--- src/rtl/uart_rx.sv ---
// uart_rx: 8N1 UART receiver, LSB first, mid-bit sampling on an oversample tick.
// Optional macro UART_RX_PARITY_EN: switches to 8E1 with even-parity checking
// (rx_perr); undefined gives 8N1 with rx_perr tied low.
module uart_rx #(
    parameter int OVS         = 16,
    parameter int SYNC_STAGES = 2
) (
    input  logic       clk,
    input  logic       n_rst,
    input  logic       rxen,
    input  logic       rxd,
    output logic [7:0] rx_data,
    output logic       rx_valid,
    output logic       rx_ferr,
    output logic       rx_perr,
    output logic       rx_busy
);

    localparam int TW = $clog2(OVS);
    localparam logic [TW-1:0] TICK_MID  = TW'(OVS / 2 - 1);
    localparam logic [TW-1:0] TICK_LAST = TW'(OVS - 1);

    typedef enum logic [2:0] {
        IDLE   = 3'd0,
        START  = 3'd1,
        DATA   = 3'd2,
        PARITY = 3'd3,
        STOP   = 3'd4,
        BREAK  = 3'd5
    } state_t;

    state_t                 state_q, state_d;
    logic [SYNC_STAGES-1:0] sync_q, sync_d;
    logic [TW-1:0]          tick_q, tick_d;
    logic [2:0]             bit_q, bit_d;
    logic [7:0]             shreg_q, shreg_d;
    logic [7:0]             data_q, data_d;
    logic                   valid_q, valid_d;
    logic                   ferr_q, ferr_d;
    logic                   busy_q, busy_d;
    logic                   rxd_s;
`ifdef UART_RX_PARITY_EN
    logic                   par_q, par_d;
    logic                   perr_q, perr_d;
`endif

    assign rxd_s = sync_q[SYNC_STAGES-1];

    // Next-state logic: the line is only looked at on oversample ticks; strobes default low.
    always_comb begin
        sync_d  = {sync_q[SYNC_STAGES-2:0], rxd};
        state_d = state_q;
        tick_d  = tick_q;
        bit_d   = bit_q;
        shreg_d = shreg_q;
        data_d  = data_q;
        valid_d = 1'b0;
        ferr_d  = 1'b0;
`ifdef UART_RX_PARITY_EN
        par_d   = par_q;
        perr_d  = 1'b0;
`endif
        if (rxen) begin
            case (state_q)
                IDLE: begin
                    if (!rxd_s) begin
                        state_d = START;
                        tick_d  = '0;
                    end
                end
                START: begin
                    if (tick_q == TICK_MID) begin
                        if (!rxd_s) begin
                            state_d = DATA;
                            tick_d  = '0;
                            bit_d   = 3'd0;
                        end else begin
                            // Start bit vanished before mid-bit: treat as a glitch.
                            state_d = IDLE;
                        end
                    end else begin
                        tick_d = tick_q + 1'b1;
                    end
                end
                DATA: begin
                    if (tick_q == TICK_LAST) begin
                        shreg_d = {rxd_s, shreg_q[7:1]};
                        tick_d  = '0;
                        if (bit_q == 3'd7) begin
`ifdef UART_RX_PARITY_EN
                            state_d = PARITY;
`else
                            state_d = STOP;
`endif
                        end else begin
                            bit_d = bit_q + 1'b1;
                        end
                    end else begin
                        tick_d = tick_q + 1'b1;
                    end
                end
`ifdef UART_RX_PARITY_EN
                PARITY: begin
                    if (tick_q == TICK_LAST) begin
                        par_d   = rxd_s;
                        tick_d  = '0;
                        state_d = STOP;
                    end else begin
                        tick_d = tick_q + 1'b1;
                    end
                end
`endif
                STOP: begin
                    if (tick_q == TICK_LAST) begin
                        tick_d = '0;
                        if (rxd_s) begin
                            // Back to IDLE at mid-stop so a frame can follow with no gap.
                            data_d  = shreg_q;
                            valid_d = 1'b1;
`ifdef UART_RX_PARITY_EN
                            perr_d  = (^shreg_q) ^ par_q;
`endif
                            state_d = IDLE;
                        end else begin
                            ferr_d  = 1'b1;
                            state_d = BREAK;
                        end
                    end else begin
                        tick_d = tick_q + 1'b1;
                    end
                end
                BREAK: begin
                    // Wait for the line to return high; a held-low line is not a new start.
                    if (rxd_s) begin
                        state_d = IDLE;
                    end
                end
                default: begin
                    state_d = IDLE;
                end
            endcase
        end
        busy_d = (state_d != IDLE);
    end

    // State, datapath and registered output flops.
    always_ff @(posedge clk or negedge n_rst) begin
        if (!n_rst) begin
            state_q <= IDLE;
            sync_q  <= '1;
            tick_q  <= '0;
            bit_q   <= 3'd0;
            shreg_q <= 8'h00;
            data_q  <= 8'h00;
            valid_q <= 1'b0;
            ferr_q  <= 1'b0;
            busy_q  <= 1'b0;
`ifdef UART_RX_PARITY_EN
            par_q   <= 1'b0;
            perr_q  <= 1'b0;
`endif
        end else begin
            state_q <= state_d;
            sync_q  <= sync_d;
            tick_q  <= tick_d;
            bit_q   <= bit_d;
            shreg_q <= shreg_d;
            data_q  <= data_d;
            valid_q <= valid_d;
            ferr_q  <= ferr_d;
            busy_q  <= busy_d;
`ifdef UART_RX_PARITY_EN
            par_q   <= par_d;
            perr_q  <= perr_d;
`endif
        end
    end

    assign rx_data  = data_q;
    assign rx_valid = valid_q;
    assign rx_ferr  = ferr_q;
    assign rx_busy  = busy_q;
`ifdef UART_RX_PARITY_EN
    assign rx_perr  = perr_q;
`else
    assign rx_perr  = 1'b0;
`endif

endmodule
--- config.mk ---
export PLATFORM = sky130hd
export DESIGN_NAME = uart_rx
export DESIGN_NICKNAME = d
export VERILOG_FILES = /design/src/rtl/uart_rx.sv
export SDC_FILE = /design/constraint.sdc
export NUM_CORES = 1
export LEC_CHECK = 0
export BUFFER_PORTS_ARGS = -buffer_cell sky130_fd_sc_hd__buf_2
export CAP_MARGIN = 20
export CORE_MARGIN = 1.5
export CORE_UTILIZATION = 61
export DETAILED_ROUTE_END_ITERATION = 8
export PLACE_DENSITY_LB_ADDON = 0.05
export SLEW_MARGIN = 20
export SYNTH_ARGS = -nofsm -noshare
export SYNTH_HDL_FRONTEND = slang
export SYNTH_SLANG_ARGS = --single-unit
--- constraint.sdc ---
create_clock -name clk -period 3.4 [get_ports clk]
set_clock_uncertainty 0.2 [all_clocks]
set_input_delay 1.02 -clock clk [delete_from_list [all_inputs] [get_ports clk]]
set_output_delay 1.02 -clock clk [all_outputs]
set_load 0.02 [all_outputs]
## Word-level counts from Yosys, hierarchy flattened

Index checks and enable logic that the tools add are counted.

- Flip-flop bits (word level): 31
- Input port bits: 4
- Output and inout bits: 12
- Logic and storage cells: 58

- $add $sub $neg: 2
- Equality and inequality tests: 11
- Multiplexer cells: 27
- Reductions and logical operators: 9

Operators by type and width:

| kind | count |
|---|---|
| 3-bit two-way mux | 12 |
| 3-bit one-hot mux with 5 select lines | 1 |
| 4-bit two-way mux | 3 |
| 4-bit one-hot mux with 3 select lines | 1 |
| 3-bit equality test (second input constant) | 3 |
| 1-bit two-way mux | 8 |
| 2-bit != test (second input constant) | 4 |
| 3-bit one-hot mux with 2 select lines | 1 |
| 6-bit AND reduction | 1 |
| 3-bit nonzero test | 2 |
| 4-bit by 1-bit adder with 4-bit output (second input constant) | 1 |
| 4-bit by 3-bit equality test with 1-bit output (second input constant) | 1 |
| 4-bit equality test (second input constant) | 1 |
| 4-bit AND reduction | 1 |
| 3-bit by 1-bit adder with 3-bit output (second input constant) | 1 |
| 3-bit by 1-bit equality test with 1-bit output (second input constant) | 1 |
| 3-bit by 2-bit equality test with 1-bit output (second input constant) | 1 |
| 3-bit zero test | 1 |
| 3-bit AND reduction | 1 |
| 2-bit two-way mux | 1 |
| 2-bit AND reduction | 1 |
| 2-bit nonzero test | 1 |
| 2-bit OR reduction | 1 |

## Logic depth before layout (Yosys ltp)

- Depth after elaboration: 6
- Gate-level depth with buffers: 6
- Gate-level depth less buffers: 6

## Worst setup path before layout

No wires, ideal clock.

- Path type: input to register
- Start point: input rxen
- End point: register data_q[0] (netlist: rx_data[0])
- Setup time: 125 ps
- Arrival time: 2118 ps
- Data required time: 3075 ps
- Slack: 958 ps
- Stages on the path: 4
- Path buffers: 1
- Path through: clkbuf_1 > inv_1 > nor3_4 > mux2_2

- Longest elaborated chain between the ends: 1

Ends and longest elaborated chain:

| element | RTL line | RTL |
|---|---|---|
| from (decl) | 10 | `input logic rxen,` |
| 4-bit AND reduction (no source line) | -- |  |
| to (signal assigned) | 168 | `data_q <= data_d;` |
| to (decl) | 37 | `logic [7:0] data_q, data_d;` |

Every way passes these cells.
A chain may end at the register's enable or synchronous reset.

## Worst setup path after layout

- Start point: register tick_q[0]
- End point: register data_q[1] (netlist: rx_data[1])

- Longest elaborated chain between the ends: 2

Ends and longest elaborated chain:

| element | RTL line | RTL |
|---|---|---|
| from (decl) | 34 | `logic [TW-1:0] tick_q, tick_d;` |
| from (signal assigned) | 165 | `tick_q <= tick_d;` |
| 4-bit equality test | 114 | `if (tick_q == TICK_LAST) begin` |
| 4-bit AND reduction (no source line) | -- |  |

Every way passes these cells.

==> flow_metrics.py <==
metrics = {
    "setup_path": {
        "timing.rr.start": "tick_q[0]",
        "critPathTopFamily": "simple AND/OR/NAND/NOR gates",
        "cp_max_fo": 9,
        "r2r_cells": 5,
        "crit_buf_inv": 0,
        "crit_path_start_kind": "register",
        "crit_start": "tick_q[0]",
        "cp-end-kind": "register",
        "setup.worst_path.class": "reg2reg",
        "crit_arrival_ns": 2.32,
        "cp_cell_sequence": "ha_1 -> and3_1 -> nand3_2 -> nor3_4 -> mux2_2",
        "critPathSlowestCell": "nor3_4",
        "cp.required_ns": 3.41,
        "rrSetupSlack_ns": 1.08,
        "worst_path_largest_cell_delay_ns": 0.43,
        "timing.rr.end": "rx_data[1]",
    },
    "power_and_ir_drop": {
        "p_leak_uw": 0.000841,
        "power_uw": 958,
        "peakVddDrop_mv": 0.444,
        "clockPowerShare_pct": 30.6,
        "seq_power_share_pct": 50.5,
        "swShare_pct": 29.9,
        "p_int_uw": 672,
        "pwr-share-comb_pct": 18.9,
        "powerDensity_nw_per_um2": 586,
        "power.switching_uw": 287,
    },
    "synth": {
        "yosysUniqueCellTypes": 37,
        "synth_top_cells_by_area": "dfrtp_1 49%, mux2_2 12%, dfstp_2 3.5%, o21ai_0 2.7%, ha_1 2.5%",
        "synth_ff_type": "dfrtp_1",
        "synth_edf_count": 0,
        "synthCells": 130,
        "synth_top_cell_area_share_pct": 48.9,
        "synth_seq_cells": 31,
        "yosysTopAreaCell": "dfrtp_1",
        "synth_area_sq_um": 1490,
        "seq_area_frac_synth_pct": 52.4,
        "postSynthAreaPerCell_sq_um": 11.4,
        "yosys_warnings": 0,
        "async_reset_ff_share_pct": 100,
        "syn_nets": 137,
    },
    "min_path": {
        "worstHoldStart": "sync_q[0]",
        "min_to": "sync_q[1]",
        "min_path_type": "reg2reg",
        "hold_depth": 0,
    },
    "final_layout": {
        "final_common_cell": "dfrtp_1",
        "multi_input_area_sq_um": 639,
        "nFillCells": 163,
        "final_cell_mix": "29 x dfrtp_1, 16 x mux2_2, 14 x buf_2",
        "register_area_sq_um": 778,
        "antenna_cells": 0,
        "drive_gt1_share_pct": 30.6,
        "nets": 150,
        "final_cells": 172,
        "stdcell_area_sq_um": 1640,
        "areaGrowthSynthToFinish_pct": 10.1,
    },
    "grt": {
        "antenna_found_initial": 0,
        "grt.total_usage_pct": 23.4,
        "overflow": 0,
        "grt_max_degree": 32,
        "grt_pass1_vias": 1009,
        "grt_pass1_wl_mm": 4.49,
    },
    "route": {
        "routed_wl_mm": 2.57,
        "drc": 0,
        "antenna_left": 0,
        "wl_per_cell_microns": 15.0,
        "vias_per_cell": 6.09,
        "drt-pass1-iter-count": 4,
        "first_iter_violations": 39,
        "via_count": 1048,
    },
    "sta": {
        "max_freq_mhz": 432,
        "setup_violations": 0,
        "maxSlewViolCount": 0,
        "hold_viol": 0,
        "layout_setup_ws_ns": 1.08,
        "fin_tns_setup_ns": 0,
        "slew_headroom_pct": 55.9,
        "worstMarginPinSlew_ns": 0.661,
        "rsz0062_at_grt": "no",
        "period_share_pct": 68.1,
        "period_needed_ns": 2.32,
    },
    "clocking": {
        "htreeDepth": 2,
        "cts_tree": "built",
        "postCtsHoldBufs": 0,
        "cts_buffers": 5,
        "cts_setup_buffers": 0,
        "clk_pin_slew_ns": 0.09,
        "ctsLongestPathBuffers": 2,
        "cts_resized": 0,
        "cts-root-buf": "clkbuf_4",
        "clk_latency_ns": 0.32,
        "clock_sinks": 31,
    },
    "placement": {
        "place_ws_ns": 0.886,
        "dp.cells": 164,
        "gp_congestion": 0.843,
        "hpwl_mm": 1.86,
        "port_buffers": 14,
        "placed_area_sq_um": 1550,
    },
    "floorplanning": {
        "core_area_sq_um": 2250,
        "die_h_microns": 52.3,
        "row_count": 17,
        "die_area_sq_um": 2740,
        "start_util_pct": 65.9,
        "die_w_microns": 52.3,
        "ioPinCount": 16,
    },
    "status": {
        "status": "finished, final reports clean",
    },
    "job": {
        "cap_violations": 0,
    },
}
## routing by layer
| layer | GRT usage [%] | up-vias | part of all wire (%) |
|---|---|---|---|
| met3 | 7.14 | 4 | 5.9 |
| met4 | 11.1 | 0 | 1.2 |
| li1 | - | 497 | - |
| met2 | 34.8 | 41 | 48 |
| met1 | 31.3 | 506 | 45 |
| met5 | 0 | - | 0 |
## cell families (layout without fill, tap and decap cells)
| group | count (synthesis) | in the layout | synth area share, % |
|---|---|---|---|
| other | 1 | 1 | 0.252 |
| adders and majority gates | 3 | 3 | 2.53 |
| muxes | 20 | 20 | 14.9 |
| buffers and inverters | 15 | 29 | 4.55 |
| AOI/OAI and AO/OA | 24 | 24 | 11.0 |
| DFF | 31 | 31 | 52.4 |
| and+or+nand+nor | 35 | 35 | 13.7 |
| xor gates and xnor gates | 1 | 1 | 0.590 |
## cell usage after synthesis (all sizes together) (2+ instances only)
| cell type | count |
|---|---|
| o211ai | 2 |
| a21oi | 3 |
| ha | 3 |
| o21ai | 8 |
| nor3b | 2 |
| buf | 5 |
| nand2 | 5 |
| clkbuf | 3 |
| a211o | 3 |
| nand4b | 2 |
| dfstp | 2 |
| nor2 | 7 |
| a21o | 2 |
| nor3 | 4 |
| mux2 | 17 |
| nand3 | 5 |
| mux2i | 3 |
| dfrtp | 29 |
| nor4 | 3 |
| o2111ai | 2 |
| inv | 7 |
| nand2b | 2 |
## flip-flops by register name, summed over array words and instances, names as in the netlist
signal,cells
rx_valid,1
rx_busy,1
bit_q,3
state_q,3
rx_ferr,1
sync_q,2
rx_data,8
tick_q,4
shreg_q,8
## how the worst max path moves through the flow
stage	end	cells after the start
3_5_place_dp	rx_data[0]	4
4_1_cts	rx_data[1]	5
6_report	rx_data[1]	5
3_3_place_gp	rx_data[5]	4
5_1_grt	rx_data[1]	5
2_1_floorplan	rx_data[0]	4
## per-stage QoR
step,utilization (%),hold WS (ns)
2_1_floorplan,-,0.145
3_3_place_gp,68.7,0.148
3_5_place_dp,68.7,0.152
4_1_cts,72.5,0.166
5_1_grt,72.5,0.175
6_report,72.5,0.164
## area by class of cell
| cell class | count | area share [%] |
|---|---|---|
| Sequential cell | 31 | 47.6 |
| Inverter | 7 | 1.61 |
| Multi-Input combinational cell | 84 | 39.1 |
| Tap cell | 28 | 2.14 |
| Clock buffer | 6 | 3.14 |
| Timing Repair Buffer | 14 | 4.28 |
| Clock inverter | 2 | 2.14 |
## power groups by stage
| stage | Clock, uW | Combinational (uW) | Sequential [uW] |
|---|---|---|---|
| after floorplan | 0 | 168 | 458 |
| after global placement | 0 | 171 | 488 |
| after detailed placement | 0 | 181 | 489 |
| after CTS | 303 | 181 | 482 |
| after global routing | 318 | 213 | 493 |
| final | 293 | 181 | 484 |
No activity file was read; power rests on OpenSTA's default activity.
